--- config.mk ---
export PLATFORM = sky130hd
export DESIGN_NAME = main_ctrl_fsm
export DESIGN_NICKNAME = d
export VERILOG_FILES = /design/src/rtl/main_ctrl_fsm_pkg.sv /design/src/rtl/main_ctrl_decode.sv /design/src/rtl/main_ctrl_fsm.sv
export SDC_FILE = /design/constraint.sdc
export NUM_CORES = 1
export LEC_CHECK = 0
export CORE_AREA = 2 2 74 76
export DETAILED_ROUTE_END_ITERATION = 10
export DIE_AREA = 0 0 76 78
export DONT_BUFFER_PORTS = 1
export PLACE_DENSITY = 0.62
export SYNTH_ARGS = -nofsm -noshare
export SYNTH_HDL_FRONTEND = slang
export SYNTH_SLANG_ARGS = --single-unit
--- constraint.sdc ---
create_clock -name clk -period 3.4 [get_ports clk]
set_input_delay 0.68 -clock clk [delete_from_list [all_inputs] [get_ports clk]]
set_output_delay 0.68 -clock clk [all_outputs]
set_load 0.01 [all_outputs]
--- src/rtl/main_ctrl_fsm_pkg.sv ---
// Shared state codes, ALU control op encodings and opcode/funct constants
// for the multicycle main controller.
package main_ctrl_fsm_pkg;

  typedef enum logic [3:0] {
    S_IF      = 4'd0,
    S_ID      = 4'd1,
    S_EXE_R   = 4'd2,
    S_EXE_I   = 4'd3,
    S_MEM_ADR = 4'd4,
    S_MEM_RD  = 4'd5,
    S_MEM_WR  = 4'd6,
    S_WB_R    = 4'd7,
    S_WB_I    = 4'd8,
    S_WB_MEM  = 4'd9,
    S_BRANCH  = 4'd10,
    S_JUMP    = 4'd11,
    S_TRAP    = 4'd12
  } state_t;

  localparam logic [1:0] ALUCTRL_ADD4   = 2'b00;
  localparam logic [1:0] ALUCTRL_RTYPE  = 2'b01;
  localparam logic [1:0] ALUCTRL_ITYPE  = 2'b10;
  localparam logic [1:0] ALUCTRL_BRANCH = 2'b11;

  localparam logic [5:0] OP_RTYPE = 6'b000000;
  localparam logic [5:0] OP_J     = 6'b000010;
  localparam logic [5:0] OP_JAL   = 6'b000011;
  localparam logic [5:0] OP_BEQ   = 6'b000100;
  localparam logic [5:0] OP_BNE   = 6'b000101;
  localparam logic [5:0] OP_ADDI  = 6'b001000;
  localparam logic [5:0] OP_ADDIU = 6'b001001;
  localparam logic [5:0] OP_SLTI  = 6'b001010;
  localparam logic [5:0] OP_SLTIU = 6'b001011;
  localparam logic [5:0] OP_ANDI  = 6'b001100;
  localparam logic [5:0] OP_ORI   = 6'b001101;
  localparam logic [5:0] OP_XORI  = 6'b001110;
  localparam logic [5:0] OP_LUI   = 6'b001111;
  localparam logic [5:0] OP_LW    = 6'b100011;
  localparam logic [5:0] OP_SW    = 6'b101011;
  localparam logic [5:0] FUNCT_JR = 6'b001000;

  // Logical immediates are zero-extended; everything else sign-extends.
  function automatic logic is_zext_op(input logic [5:0] op);
    return (op == OP_ANDI) || (op == OP_ORI) || (op == OP_XORI);
  endfunction

endpackage

--- src/rtl/main_ctrl_decode.sv ---
// Combinational instruction-decode step: next state out of S_ID plus
// opcode legality, derived from OP/funct.
module main_ctrl_decode
  import main_ctrl_fsm_pkg::*;
(
  input  logic [5:0] op,
  input  logic [5:0] funct,
  output state_t     next_state,
  output logic       legal
);

  always_comb begin
    legal      = 1'b1;
    next_state = S_IF;
    case (op)
      OP_RTYPE: next_state = (funct == FUNCT_JR) ? S_JUMP : S_EXE_R;
      OP_ADDI, OP_ADDIU, OP_ANDI, OP_ORI,
      OP_XORI, OP_LUI, OP_SLTI, OP_SLTIU:
                next_state = S_EXE_I;
      OP_LW, OP_SW:   next_state = S_MEM_ADR;
      OP_BEQ, OP_BNE: next_state = S_BRANCH;
      OP_J, OP_JAL:   next_state = S_JUMP;
      default:        legal = 1'b0;
    endcase
  end

endmodule

--- src/rtl/main_ctrl_fsm.sv ---
// Multicycle main controller: IF/ID/EXE/MEM/WB sequencing, datapath strobes,
// retire counter. Define ILLEGAL_TRAP_EN to trap illegal opcodes in S_TRAP.
//
//  state     | meaning
//  S_IF      | fetch, wait for mem_ready, PC <= PC+4
//  S_ID      | decode, branch target into ALUOut
//  S_EXE_R   | R-type ALU op
//  S_EXE_I   | I-type ALU op
//  S_MEM_ADR | load/store address calc
//  S_MEM_RD  | load access, wait for mem_ready
//  S_MEM_WR  | store access, wait for mem_ready
//  S_WB_R    | R-type writeback to rd
//  S_WB_I    | I-type writeback to rt
//  S_WB_MEM  | load writeback to rt
//  S_BRANCH  | BEQ/BNE compare and conditional PC load
//  S_JUMP    | J/JAL/JR PC load, JAL links $31
//  S_TRAP    | illegal opcode, held until reset
module main_ctrl_fsm
  import main_ctrl_fsm_pkg::*;
#(
  parameter int COUNT_W = 32
) (
  input  logic               clk,
  input  logic               rst,
  input  logic [5:0]         OP,
  input  logic [5:0]         funct,
  input  logic               mem_ready,
  output logic               PCWrite,
  output logic               PCWriteCond,
  output logic               BranchNE,
  output logic               IorD,
  output logic               MemRead,
  output logic               MemWrite,
  output logic               IRWrite,
  output logic               RegWrite,
  output logic [1:0]         RegDst,
  output logic [1:0]         MemtoReg,
  output logic               ALUSrcA,
  output logic [1:0]         ALUSrcB,
  output logic               ExtOp,
  output logic [1:0]         PCSource,
  output logic [1:0]         ALUCtrlOp,
  output logic [3:0]         state_o,
  output logic               instr_retired,
  output logic [COUNT_W-1:0] instr_count,
  output logic               exc_illegal
);

  state_t state, next_state, id_next;
  logic   id_legal;
  logic   retire;

  main_ctrl_decode u_decode (
    .op         (OP),
    .funct      (funct),
    .next_state (id_next),
    .legal      (id_legal)
  );

  always_comb begin
    next_state = S_IF;
    case (state)
      S_IF:      next_state = mem_ready ? S_ID : S_IF;
`ifdef ILLEGAL_TRAP_EN
      S_ID:      next_state = id_legal ? id_next : S_TRAP;
`else
      S_ID:      next_state = id_legal ? id_next : S_IF;
`endif
      S_EXE_R:   next_state = S_WB_R;
      S_EXE_I:   next_state = S_WB_I;
      S_MEM_ADR: next_state = (OP == OP_LW) ? S_MEM_RD : S_MEM_WR;
      S_MEM_RD:  next_state = mem_ready ? S_WB_MEM : S_MEM_RD;
      S_MEM_WR:  next_state = mem_ready ? S_IF : S_MEM_WR;
      S_TRAP:    next_state = S_TRAP;
      default:   next_state = S_IF;
    endcase
  end

  assign retire  = (state != S_IF) && (next_state == S_IF);
  assign state_o = state;

  always_ff @(posedge clk) begin
    if (rst) begin
      state         <= S_IF;
      instr_retired <= 1'b0;
      instr_count   <= '0;
    end else begin
      state         <= next_state;
      instr_retired <= retire;
      if (retire) instr_count <= instr_count + COUNT_W'(1);
    end
  end

`ifdef ILLEGAL_TRAP_EN
  always_ff @(posedge clk) begin
    if (rst) exc_illegal <= 1'b0;
    else if (next_state == S_TRAP) exc_illegal <= 1'b1;
  end
`else
  assign exc_illegal = 1'b0;
`endif

  always_comb begin
    PCWrite     = 1'b0;
    PCWriteCond = 1'b0;
    BranchNE    = 1'b0;
    IorD        = 1'b0;
    MemRead     = 1'b0;
    MemWrite    = 1'b0;
    IRWrite     = 1'b0;
    RegWrite    = 1'b0;
    RegDst      = 2'b00;
    MemtoReg    = 2'b00;
    ALUSrcA     = 1'b0;
    ALUSrcB     = 2'b00;
    ExtOp       = 1'b0;
    PCSource    = 2'b00;
    ALUCtrlOp   = ALUCTRL_ADD4;
    case (state)
      S_IF: begin
        MemRead = 1'b1;
        ALUSrcB = 2'b01;
        IRWrite = mem_ready;
        PCWrite = mem_ready;
      end
      S_ID: ALUSrcB = 2'b11;
      S_EXE_R: begin
        ALUSrcA   = 1'b1;
        ALUCtrlOp = ALUCTRL_RTYPE;
      end
      S_EXE_I: begin
        ALUSrcA   = 1'b1;
        ALUSrcB   = 2'b10;
        ALUCtrlOp = ALUCTRL_ITYPE;
        ExtOp     = !is_zext_op(OP);
      end
      S_MEM_ADR: begin
        ALUSrcA = 1'b1;
        ALUSrcB = 2'b10;
        ExtOp   = 1'b1;
      end
      S_MEM_RD: begin
        IorD    = 1'b1;
        MemRead = 1'b1;
      end
      S_MEM_WR: begin
        IorD     = 1'b1;
        MemWrite = 1'b1;
      end
      S_WB_R: begin
        RegDst   = 2'b01;
        RegWrite = 1'b1;
      end
      S_WB_I: RegWrite = 1'b1;
      S_WB_MEM: begin
        MemtoReg = 2'b01;
        RegWrite = 1'b1;
      end
      S_BRANCH: begin
        ALUSrcA     = 1'b1;
        ALUCtrlOp   = ALUCTRL_BRANCH;
        PCWriteCond = 1'b1;
        PCSource    = 2'b01;
        BranchNE    = (OP == OP_BNE);
      end
      S_JUMP: begin
        // Only JR reaches S_JUMP with an R-type opcode.
        PCWrite  = 1'b1;
        PCSource = (OP == OP_RTYPE) ? 2'b11 : 2'b10;
        if (OP == OP_JAL) begin
          RegWrite = 1'b1;
          RegDst   = 2'b10;
          MemtoReg = 2'b10;
        end
      end
      default: ;
    endcase
  end

endmodule
After elaboration in Yosys (flattened, before gate mapping)
Cells that the tools add are included.
{"block": "classes", "mux": 27, "n_lt_le_gt_ge": 0, "bitwise_logic": 0, "eq_ne": 27, "div_mod_pow": 0, "n_reduce_logical": 18, "n_addsub": 1, "shift": 0, "multipliers": 0}
{"op": "equality test 6 x 4 -> 1 bit, second input constant", "count": 9}
{"op": "adder 32 x 1 -> 32 bit, second input constant", "count": 1}
{"op": "case mux 4 bit (8 select lines)", "count": 1}
{"op": "equality test 4 bit, second input constant", "count": 5}
{"op": "case mux 4 bit (5 select lines)", "count": 1}
{"op": "equality test 4 x 3 -> 1 bit, second input constant", "count": 4}
{"op": "OR reduction 15 bit", "count": 1}
{"op": "equality test 6 x 2 -> 1 bit, second input constant", "count": 2}
{"op": "equality test 6 x 3 -> 1 bit, second input constant", "count": 2}
{"op": "equality test 6 bit, second input constant", "count": 2}
{"op": "two-way mux 4 bit", "count": 3}
{"op": "case mux 2 bit (2 select lines)", "count": 3}
{"op": "case mux 2 bit (3 select lines)", "count": 2}
{"op": "OR reduction 2 bit", "count": 6}
{"op": "two-way mux 1 bit", "count": 11}
{"op": "equality test 4 x 2 -> 1 bit, second input constant", "count": 2}
{"op": "zero test 4 bit", "count": 2}
{"op": "OR reduction 8 bit", "count": 1}
{"op": "zero test 6 bit", "count": 1}
{"op": "case mux 1 bit (2 select lines)", "count": 3}
{"op": "equality test 4 x 1 -> 1 bit, second input constant", "count": 1}
{"op": "two-way mux 2 bit", "count": 2}
{"op": "nonzero test 4 bit", "count": 1}
{"op": "OR reduction 4 bit", "count": 1}
{"op": "5 further kinds", "count": 6}
{"block": "totals", "ramBits": 0, "latch_bits": 0, "n_memories": 0, "output_inout_bits": 58, "ff_bits": 37, "elab_cells": 76, "mem_bits_ro": 0}

Longest topological paths before layout
Gate-level depths: netlist of the first run.
{"block": "logic_depth", "word_depth": 7, "ltp_mapped": 9}

Modules after synthesis
Synthesis of the first run repeated with hierarchy kept, for this count alone.
{"block": "hier_totals", "cells_unflattened": 335, "area_unflattened_um2": 2691.3}
{"mod": "main_ctrl_fsm", "seq_area_each_um2": 740.7, "instances": 1, "cells_each": 314, "area_each_um2": 2572.5}
{"mod": "main_ctrl_decode", "seq_area_each_um2": 0.0, "instances": 1, "cells_each": 21, "area_each_um2": 118.9}

Worst setup path after synthesis of the first run
No wires, ideal clock.
{"block": "synth_path", "path_kind": "input port to flip-flop", "start": "in OP[2]", "end": "reg instr_count[30]", "setup_time_ps": 121, "path_slack_ps": 908, "path_buffers": 2, "stages": 8, "required_time_ps": 3279, "t_arrival_ps": 2371, "cell_sequence": "buf_6 > or3b_1 > a21oi_1 > o32a_2 > nand3_4 > buf_2 > nor4_1 > mux2_2"}
{"block": "synth_between", "elab_chain_len": 7}
{"item": "start: declaration", "line": "main_ctrl_fsm.sv:25", "rtl": "input logic [5:0] OP,"}
{"item": "equality test 6 x 4 -> 1 bit, or another cell as far along", "line": "main_ctrl_decode.sv:15", "rtl": "case (op)"}
{"item": "OR reduction 8 bit, or another cell as far along"}
{"item": "case mux 4 bit (5 select lines) / two-way mux 1 bit (equally long branches)", "line": "main_ctrl_decode.sv:15"}
{"item": "two-way mux 4 bit", "line": "main_ctrl_fsm.sv:67", "rtl": "S_ID: next_state = id_legal ? id_next : S_IF;"}
{"item": "case mux 4 bit (8 select lines) *", "line": "main_ctrl_fsm.sv:62", "rtl": "case (state)"}
{"item": "zero test 4 bit *", "line": "main_ctrl_fsm.sv:79", "rtl": "assign retire = (state != S_IF) && (next_state == S_IF);"}
{"item": "logical AND 1 bit *", "line": "main_ctrl_fsm.sv:79"}
{"item": "end signal: assignment", "line": "main_ctrl_fsm.sv:90", "rtl": "if (retire) instr_count <= instr_count + COUNT_W'(1);"}
{"item": "end: declaration", "line": "main_ctrl_fsm.sv:45", "rtl": "output logic [COUNT_W-1:0] instr_count,"}
Mark *: on every way between the ends. The rest lies on a longest branch, timed or not.
A chain may end at the register's enable or synchronous reset.

Worst setup path in the final report of the first run
{"block": "layout_path", "start": "reg state[0] (netlist: state_o[0])", "end": "out RegWrite"}
{"block": "layout_between", "elab_chain_len": 3}
{"item": "start: declaration", "line": "main_ctrl_fsm.sv:49", "rtl": "state_t state, next_state, id_next;"}
{"item": "start signal: assignment", "line": "main_ctrl_fsm.sv:88", "rtl": "state <= next_state;"}
{"item": "equality test 4 bit / equality test 4 x 3 -> 1 bit (equally long branches)", "line": "main_ctrl_fsm.sv:119", "rtl": "case (state)"}
{"item": "OR reduction 3 bit (no line)"}
{"item": "case mux 1 bit (2 select lines) *", "line": "main_ctrl_fsm.sv:119"}
{"item": "end: declaration", "line": "main_ctrl_fsm.sv:35", "rtl": "output logic RegWrite,"}
Marked as above.

==> run metrics, run 1 <==
Slowest-stage cell, CP dfxtp_1; RSZ-0062 raised after global routing no; Primary FF master, synth dfxtp_1; total CTS buffers 5; Util after Layout 47.3%; Hold Violations, Final 0; share of cells above drive strength 1 6.92%; vias in the first global route 2105; Post-DP HPWL 3.73 mm; die area 5930 µm²; Final #Nets 304; CTS Hold Buffers Added 0; top cells by area, synth dfxtp_1 (33%), a21oi_1 (7.1%), nor2_1 (5.6%); Port Buf Inserts 0; count of final setup violators 0; measured slew at the worst slew-check pin 0.652 ns; Yosys Warn Count 0; Unique masters post-synth 48; end point of the critical path RegWrite; Die W 76 µm; Reg clk slew, reported paths 0.07 ns; DRT iter0 DRCs 68; Most Frequent Cell on Critical Path nor2_1; CP Class flip-flop to output port; CP Cell Sequence nand2_1 -> nor2_1 -> nand3_1 -> nor2_1 -> or3_1; top cell types by occurrence after synthesis dfxtp_1 (37), nor2_1 (34), a21oi_1 (32); worst-skew pair later-pin latency 0.29 ns; CP endpoint kind output port; DRT antenna net count 0; final instance area 2380 µm²; via count 2197; Synth Instances 298; crit share post-route 88.5%; outcome finished, final reports clean; crit path DAT 2.33 ns; Post-Route WL 5.49 mm; Avg Cell Area, Syn 7.61 µm²; CP required 2.72 ns; EDFF count, synth 0; Ant. Diodes 0; Setup crit start state_o[0]; VDD IR max 0.288 mV; final setup TNS 0 ns; Wirelength per Cell 15.3 µm; sequential-to-total area share from yosys stat 32.7%; Net Count, Synth 314; Rel. slew slack 56.5%; post-synthesis cell area 2270 µm²; first-pass GRT wire length 9.62 mm; CP Launch Type flip-flop; setup repair bufs after CTS 0; post-synthesis register bit count 37; Root Buffer clkbuf_8; initial core utilization 45.0%; FF-to-FF path depth 6; worst clock skew 0.00682 ns; final slew viol count 0; CP max stage delay 0.74 ns; Syn-to-layout area delta 5.19%; initial antenna violation count 0; Critical Path Fanout Max 18; ys async rst share 0%; CTS tree yes; pin count of the biggest net entering global routing 56; drt first pass iters 4; Fill cells 533; post-CTS sizing 0; GRT Total Usage 19.4%; Power Density 547 nW/µm²; clock sinks 37; FF-to-FF setup slack 0.60 ns; cell taking the most area after synthesis dfxtp_1; RR Endpoint instr_count[31]; worst min path class input pin to flip-flop; dpl cell area 2270 µm²; Core Rows 26; max frequency 332 MHz; R2R Path Start state_o[1]; io pins 73; minimum clock period after layout 3.01 ns; Final GP Congestion 0.834; Yosys top cell area share 32.7%; vias per cell 6.12; drt drc 0; Max Cap Viol 0; cell with the most instances after synthesis dfxtp_1; static leakage 0.708 nW; CTS H-tree lvls 2; Die Height 78 µm; GRT overflow 0; core region area 5040 µm²; Longest Clk Path Bufs 2
power breakdown:
group | internal [W] | switching, W
clock | 0.000239 | 0.000162
combinational | 0.000114 | 0.000255
sequential | 0.000457 | 0.0000789
total | 0.000810 | 0.000496
metrics by stage:
step,power (W),worst slack (ns),hold WS (ns),cells
after floorplan,0.000887,0.908,0.498,298
final,0.00131,0.391,0.446,359
after detailed placement,0.000915,0.633,0.523,351
after CTS,0.00131,0.375,0.436,359
after global routing,0.00139,0.155,0.430,359
after global placement,0.000911,0.708,0.510,351
final cells by class:
cell class              instances  area (µm²)  area share, %
well taps                      70        87.6           3.67
multi-input cells             239        1410           59.3
clock inverters                 1        30.0           1.26
clock buffers                   7        86.3           3.62
inverters                       3        11.3          0.472
repair buffers                  2        15.0          0.630
flip-flops and latches         37         741           31.1
metal layers:
layer	up-vias	global-route usage (%)	wire length, µm
met2	51	34.4	2590
met5	-	0	0
met1	1042	22.7	2530
met3	7	4.88	292
met4	0	6.91	73
li1	1097	-	-
state kept, by name, summed over array words and instances (netlist names):
name / cells
instr_count: 32
instr_retired: 1
state_o: 4
layout by cell type (no fill, tap or decap), drive strengths merged, types with 3 or more instances in the layout:
| cell | count |
|---|---|
| a21oi | 32 |
| and2 | 4 |
| and3 | 4 |
| and4 | 4 |
| clkbuf | 7 |
| dfxtp | 37 |
| inv | 3 |
| mux2 | 4 |
| nand2 | 22 |
| nand2b | 6 |
| nand3 | 18 |
| nand4 | 9 |
| nor2 | 34 |
| nor2b | 5 |
| nor3 | 10 |
| nor4 | 6 |
| o21ai | 13 |
| o31ai | 13 |
| o41ai | 3 |
| or2 | 3 |
| or3 | 11 |
| or4 | 12 |
| or4b | 3 |
worst max-delay path: cells and delay by family (launching register included):
family	cells	cell delay, ns
flops	1	0.74
simple gates	5	1.30
how the worst min path moves through the flow:
stage               startpoint              end  slack [ns]  depth (start not counted)
6_report                   rst  instr_count[26]        0.45                          1
5_1_grt                    rst  instr_count[20]        0.43                          1
4_1_cts                    rst  instr_count[20]        0.44                          1
3_5_place_dp   instr_count[19]  instr_count[19]        0.52                          2
3_3_place_gp   instr_count[19]  instr_count[19]        0.51                          2
2_1_floorplan  instr_count[19]  instr_count[19]        0.50                          2
cell families after synthesis:
kind of cell | share of synthesized area, %
AO/OA/AOI/OAI | 19.6
XOR/XNOR | 1.16
adder cells (fa/ha/maj) | 0.552
buffers and inverters | 4.97
flip-flops | 32.7
multiplexers | 1.99
other | 0.165
AND/OR/NAND/NOR | 38.9
Note: power is estimated with default switching activity, not from simulation.
==> run 2, diff against run 1 <==
--- a/config.mk
+++ b/config.mk
@@ -6,6 +6,7 @@
 export NUM_CORES = 1
 export LEC_CHECK = 0
 export CORE_AREA = 2 2 74 76
+export CTS_BUF_LIST = sky130_fd_sc_hd__clkbuf_4 sky130_fd_sc_hd__clkbuf_8 sky130_fd_sc_hd__clkbuf_16
 export DETAILED_ROUTE_END_ITERATION = 10
 export DIE_AREA = 0 0 76 78
 export DONT_BUFFER_PORTS = 1
==> run 2 against run 1 <==
  * Clock skew barely moved
  * Setup slack hardly changed
  * Sequential share of layout area is essentially flat
  * Final cell count stayed put
  * Die area stayed put
  * Sequential cell count unchanged
  * First-iteration DRC count unchanged
  * Maximum frequency is essentially flat
  * Worst hold slack is essentially flat
  * Critical path type unchanged
  * Highest routed layer unchanged
==> run metrics, run 2 (same netlist as run 1, synthesis figures left out) <==
outcome finished, final reports clean; Most Frequent Cell on Critical Path nor2_1; Syn-to-layout area delta 5.35%; commonest non-fill, non-tap cell in the layout dfxtp_1; most frequent cells in the layout dfxtp_1 (37), nor2_1 (34), a21oi_1 (32), nand2_1 (22), nand3_1 (17); CP Launch Type flip-flop; minimum clock period after layout 3.01 ns; max frequency 332 MHz; Root Buffer clkbuf_8; Power Density 550 nW/µm²; Final GP Congestion 0.834; RSZ-0062 raised after global routing no; Largest register FFs 32; core region area 5040 µm²; CP Class flip-flop to output port; Port Buf Inserts 0; Die W 76 µm; worst-skew pair later-pin latency 0.30 ns; drt first pass iters 4; GRT Total Usage 19.4%; DRT antenna net count 0; Core Rows 26; Rel. slew slack 56.5%; io pins 73; crit path DAT 2.33 ns; WHS 0.446 ns; Fill cells 532; share of cells above drive strength 1 7.27%; Max Cap Viol 0; DRT iter0 DRCs 68; measured slew at the worst slew-check pin 0.652 ns; CP endpoint kind output port; multi-input logic area 1410 µm²; vias in the first global route 2105; setup repair bufs after CTS 0; total CTS buffers 5; Reg clk slew, reported paths 0.07 ns; GRT overflow 0; initial antenna violation count 0; CP Cell Sequence nand2_1 -> nor2_1 -> nand3_1 -> nor2_1 -> or3_1; Slowest-stage cell, CP dfxtp_1; Wirelength per Cell 15.3 µm; Post-DP HPWL 3.73 mm; first-pass GRT wire length 9.62 mm; CP required 2.72 ns; Worst Path Buf+Inv 0; vias per cell 6.09; worst clock skew 0.00683 ns; final slew viol count 0; Die Height 78 µm; VDD IR max 0.288 mV; initial core utilization 45.0%; FF-to-FF setup slack 0.60 ns; post-layout power 0.00131 W; CTS H-tree lvls 2; final instance area 2390 µm²; via count 2188; Final #Nets 304; CP max stage delay 0.74 ns; Hold Violations, Final 0; drt drc 0; pin count of the biggest net entering global routing 56; CTS Hold Buffers Added 0; static leakage 0.712 nW; dpl cell area 2270 µm²; CTS tree yes; Critical Path Fanout Max 18; die area 5930 µm²; Reg area 741 µm²; Post-Route WL 5.49 mm; crit share post-route 88.5%; worst min path class input pin to flip-flop; post-CTS sizing 0; count of final setup violators 0; Biggest register instr_count; Worst path top cell family by delay simple AND/OR/NAND/NOR gates; Longest Clk Path Bufs 2; Ant. Diodes 0; clock sinks 37; final setup TNS 0 ns
[run 2: cell counts in the layout (fill, tap and decap cells not counted)]
Identical to the previous run, type by type.
[run 2: report_power, final]
group	internal [W]	leakage, nW	total (W)	switching (W)
clock	0.000247	0.0619	0.000410	0.000162
combinational	0.000114	0.351	0.000368	0.000254
sequential	0.000457	0.299	0.000536	0.0000791
total	0.000818	0.712	0.00131	0.000496
[run 2: path summary, 6_finish.rpt]
check / startpoint / cells past startpoint / end
worst max register to register: state_o[1] / 6 / instr_count[31]
worst min register to register: instr_count[19] / 2 / instr_count[19]
worst min-delay path: rst / 1 / instr_count[26]
worst max-delay path: state_o[0] / 5 / RegWrite
[run 2: area by class of cell]
class | instances | share of cell area, %
Tap cell | 70 | 3.67
Inverter | 3 | 0.471
Clock inverter | 1 | 1.26
Timing Repair Buffer | 2 | 0.629
Multi-Input combinational cell | 239 | 59.2
Sequential cell | 37 | 31.0
Clock buffer | 7 | 3.77
[run 2: worst reg2reg max path: stages (launching register included)]
cell      delay [ns]
dfxtp_1         0.71
nand2b_1        0.24
nor2_1          0.12
nor3_2          0.36
nand3_4         0.45
nor4_1          0.45
mux2_2          0.37
[run 2: metrics by stage]
step	std cells	setup slack (ns)	utilization, %
4_1_cts	359	0.375	47.4
5_1_grt	359	0.155	47.4
3_3_place_gp	351	0.708	45.0
6_report	359	0.391	47.4
2_1_floorplan	298	0.908	-
3_5_place_dp	351	0.633	45.0
[run 2: routing by layer]
layer / up-vias / GRT usage [%] / routed length [µm]
met5: - / 0 / 0
met3: 7 / 4.88 / 281
li1: 1098 / - / -
met1: 1034 / 22.7 / 2550
met4: 0 / 6.91 / 73
met2: 49 / 34.4 / 2580
==> run 3, diff against run 2 <==
--- a/config.mk
+++ b/config.mk
@@ -5,12 +5,14 @@
 export SDC_FILE = /design/constraint.sdc
 export NUM_CORES = 1
 export LEC_CHECK = 0
+export CAP_MARGIN = 20
 export CORE_AREA = 2 2 74 76
 export CTS_BUF_LIST = sky130_fd_sc_hd__clkbuf_4 sky130_fd_sc_hd__clkbuf_8 sky130_fd_sc_hd__clkbuf_16
 export DETAILED_ROUTE_END_ITERATION = 10
 export DIE_AREA = 0 0 76 78
 export DONT_BUFFER_PORTS = 1
 export PLACE_DENSITY = 0.62
+export SKIP_CTS_REPAIR_TIMING = 1
 export SYNTH_ARGS = -nofsm -noshare
 export SYNTH_HDL_FRONTEND = slang
 export SYNTH_SLANG_ARGS = --single-unit
==> results of run 3 <==
Same layout as run 2: the final DEF is identical, and so are final timing and power.
==> RTL edit 1 (flow settings as in run 2) <==
Build with the macro `ILLEGAL_TRAP_EN` defined.
--- a/src/rtl/main_ctrl_fsm.sv
+++ b/src/rtl/main_ctrl_fsm.sv
@@ -15,6 +15,8 @@
 //  S_BRANCH  | BEQ/BNE compare and conditional PC load
 //  S_JUMP    | J/JAL/JR PC load, JAL links $31
 //  S_TRAP    | illegal opcode, held until reset
+`define ILLEGAL_TRAP_EN
+
 module main_ctrl_fsm
   import main_ctrl_fsm_pkg::*;
 #(
Function: changed (Yosys sat finds a counterexample within 4 cycles, from zero or initial values and one cycle with rst high).
==> RTL edit 1 against run 2 <==
Sequential cell count is 1 higher. Routed wire length grew 3.2%. Area after synthesis rose by 0.28%. Final cell count down 0.28%. Fmax increased by 6.9%. Sequential power grew 5.8%. Non-clock buffer count grew 3. Power is 2.0% higher. Final area decreased by 0.47%. Worst setup slack improved by 0.19 ns.
==> RTL edit 1: results (changes against run 2) <==
clk_latency_ns: 0.28  # -0.02 ns
use_met2_pct: 28.3  # -6.1 points
use_met1_pct: 27.4  # +4.7 points
yosys-top-cells-area: "dfxtp_1 (33%), a21oi_1 (7.3%), o31ai_1 (6.3%)"
tightest_slew_ns: 0.717  # +0.0650 ns
pg_seq_mw: 0.567  # +5.8%
wl_met2_um: 2400  # -6.8%
skew_ns: 0.00766  # +0.000825 ns
synth_compound_area_share_pct: 21.5  # +1.9 points
synth-seq-area-share_pct: 33.5  # +0.79 points
clkPwrFrac_pct: 22.6  # -8.6 points
crit_fanout: 27  # +9
wire_per_inst_um: 15.8  # +3.5%
timing.rr.end: "instr_count[12]"
gp_congestion: 0.772  # -7.5%
post-route-period-util_pct: 82.8  # -5.7 points
synth_common_cells: "dfxtp_1 (38), a21oi_1 (33), nor2_1 (29)"
synth_mux_area_share_pct: 1.43  # -0.56 points
synth_xor_area_share_pct: 1.16  # -0.0032 points
status: "finished clean"
timing_worst_setup_path_type: "reg -> reg"
worstPathArrival_ns: 2.99  # +0.66 ns
grt_max_degree: 42  # -25%
drive_gt1_share_pct: 7.29  # +0.025 points
syn_nets: 313  # -0.32%
grt_pass1_wl_um: 9690  # +0.79%
hpwl_um: 3940  # +5.6%
pre_cts_slack_ns: 0.575  # -0.0575 ns
finalNonFillerCells: 358  # -0.28%
-- RTL edit 1: critical path, stage by stage, from the launching register on --
cell      delay, ns
dfxtp_1        0.69
nor4bb_1       0.13
a211o_1        0.34
a211oi_2       0.24
or4b_1         0.45
buf_4          0.22
nor4_1         0.28
mux2_2         0.36
-- RTL edit 1: layout make-up --
| type | instances | area (sq um) | share of cell area, % |
|---|---|---|---|
| multi-input cells | 234 | 1390 | 58.6 |
| flip-flops and latches | 38 | 761 | 32.0 |
| well taps | 70 | 87.6 | 3.68 |
| clock buffers | 7 | 83.8 | 3.53 |
| repair buffers | 5 | 37.5 | 1.58 |
| inverters | 4 | 15.0 | 0.632 |
-- RTL edit 1: stage by stage --
stage / power, mW / util [%]
3_5_place_dp: 1.05 / 45.5
4_1_cts: 1.36 / 47.1
6_report: 1.34 / 47.1
2_1_floorplan: 0.954 / -
3_3_place_gp: 1.04 / 45.5
5_1_grt: 1.45 / 47.1
==> RTL edit 2 (config.mk and constraints of run 2) <==
Without the edit above. The output `instr_retired` loses its register stage (`instr_retired` becomes a continuous assignment).
--- a/src/rtl/main_ctrl_fsm.sv
+++ b/src/rtl/main_ctrl_fsm.sv
@@ -82,14 +82,14 @@
   always_ff @(posedge clk) begin
     if (rst) begin
       state         <= S_IF;
-      instr_retired <= 1'b0;
       instr_count   <= '0;
     end else begin
       state         <= next_state;
-      instr_retired <= retire;
       if (retire) instr_count <= instr_count + COUNT_W'(1);
     end
   end
+
+  assign instr_retired = retire;
 
 `ifdef ILLEGAL_TRAP_EN
   always_ff @(posedge clk) begin
Behaviour: not the same (Yosys sat finds a counterexample within 4 cycles, from zero or initial values and one cycle with rst high).
==> RTL edit 2 against run 2 <==
Final area increased by 2.9%. Combinational power is 98% higher. Register-to-register slack better by 0.05 ns. Power is 19% higher. Area after synthesis up 2.0%. Sequential share of layout area decreased by 1.7 points. Worst setup slack worse by 0.057 ns. Sequential cell count is 1 lower. Non-clock buffer count rose by 4. Worst hold slack improved by 0.0057 ns. Routed wire length rose by 1.7%. Fmax down 1.8%. Critical path type unchanged. Largest power group is now combinational cells.
==> RTL edit 2: results (changes against run 2) <==
status: "finished clean"
synth_mux_area_share_pct: 2.87  # +0.88 points
worstSetupEndpoint: "instr_retired"
grtUsageMet3_pct: 5.93  # +1.0 points
startpoint: "state_o[1]"
synth_common_cells: "nor2_1 (50), dfxtp_1 (36), xnor2_1 (22)"
drt_iter0_drc: 86  # +26%
first_global_vias: 1869  # -11%
rrSetupSlack_ns: 0.65  # +0.05 ns
synth_compound_area_share_pct: 10.1  # -9.5 points
internal_power_mw: 0.852  # +4.1%
gp_congestion: 0.818  # -2.0%
crit_fanout: 16  # -2
use_met2_pct: 31.0  # -3.4 points
r2r_cells: 8  # +2
dp_cells: 359  # +2.3%
skew_ns: 0.00634  # -0.000495 ns
largest_register_ffs: 32  # unchanged
worstPathArrival_ns: 2.39  # +0.06 ns
syn_nets: 318  # +1.3%
routed_wl_um: 5580  # +1.7%
synth_xor_area_share_pct: 9.09  # +7.9 points
clkPwrFrac_pct: 21.1  # -10 points
ir_worst_vdd_v: 0.000249  # -14%
timing.rr.end: "instr_count[8]"
synthAdderAreaFrac_pct: 0.541  # -0.011 points
comb_power_mw: 0.728  # +98%
ys_warn_count: 0  # unchanged
drive_gt1_share_pct: 9.76  # +2.5 points
whs_path_depth: 1  # unchanged
grt_max_degree: 42  # -25%
met3_wirelength_um: 424  # +51%
power_leakage_nw: 0.779  # +9.5%
fillers: 522  # -1.9%
whs_endpoint: "instr_count[1]"
wl_met2_um: 2610  # +1.1%
cts_setup_buffers: 0  # unchanged
n_antenna_cell: 0  # unchanged
grtUsageTotal_pct: 19.2  # -0.18 points
cpPeakStageDelay_ns: 0.66  # -0.08 ns
yosys-top-cells-area: "dfxtp_1 (31%), xnor2_1 (8.3%), nor2_1 (8.1%)"
hpwl_um: 3970  # +6.4%
slew-limit-headroom_pct: 58.2  # +1.7 points
use_met1_pct: 24.8  # +2.1 points
ys.flop_type: "dfxtp_1"
finalNetCount: 312  # +2.6%
grt_pass1_wl_um: 9340  # -2.9%
wire_per_inst_um: 15.2  # -0.54%
drt-met1-wl_um: 2490  # -2.6%
synthCells: 302  # +1.3%
yosysUniqueCellTypes: 51  # +6.3%
synth-seq-area-share_pct: 31.2  # -1.5 points
crit_slowest_cell: "dfxtp_1"
## RTL edit 2: cell count changes after synthesis, sizes merged, moves of 5 or more
cell          run 2  this run
a21oi            32        14
o21ai            13         2
nand3            18        13
xnor2             1        22
or4              12         5
or3              11         4
nor4              6        20
inv               3         8
o31ai            13         1
nor2             34        50
## RTL edit 2: per-stage QoR
step           worst slack, ns  total power [mW]  hold WS, ns  utilization, %  cell area [sq um]
6_report                 0.334              1.57        0.451            48.7               2460
5_1_grt                  0.108              1.69        0.440            48.7               2460
4_1_cts                  0.319              1.57        0.447            48.7               2460
3_5_place_dp             0.434              1.25        0.547            46.8               2360
3_3_place_gp             0.446              1.24        0.545            46.8               2360
2_1_floorplan            0.527              1.13        0.498               -               2310
## RTL edit 2: layout make-up
cell class                      count  area [sq um]  area share, %
Multi-Input combinational cell    239          1480           60.1
Sequential cell                    36           721           29.3
Clock buffer                        8          97.6           3.97
Tap cell                           70          87.6           3.56
Timing Repair Buffer                6          45.0           1.83
Inverter                            8          30.0           1.22
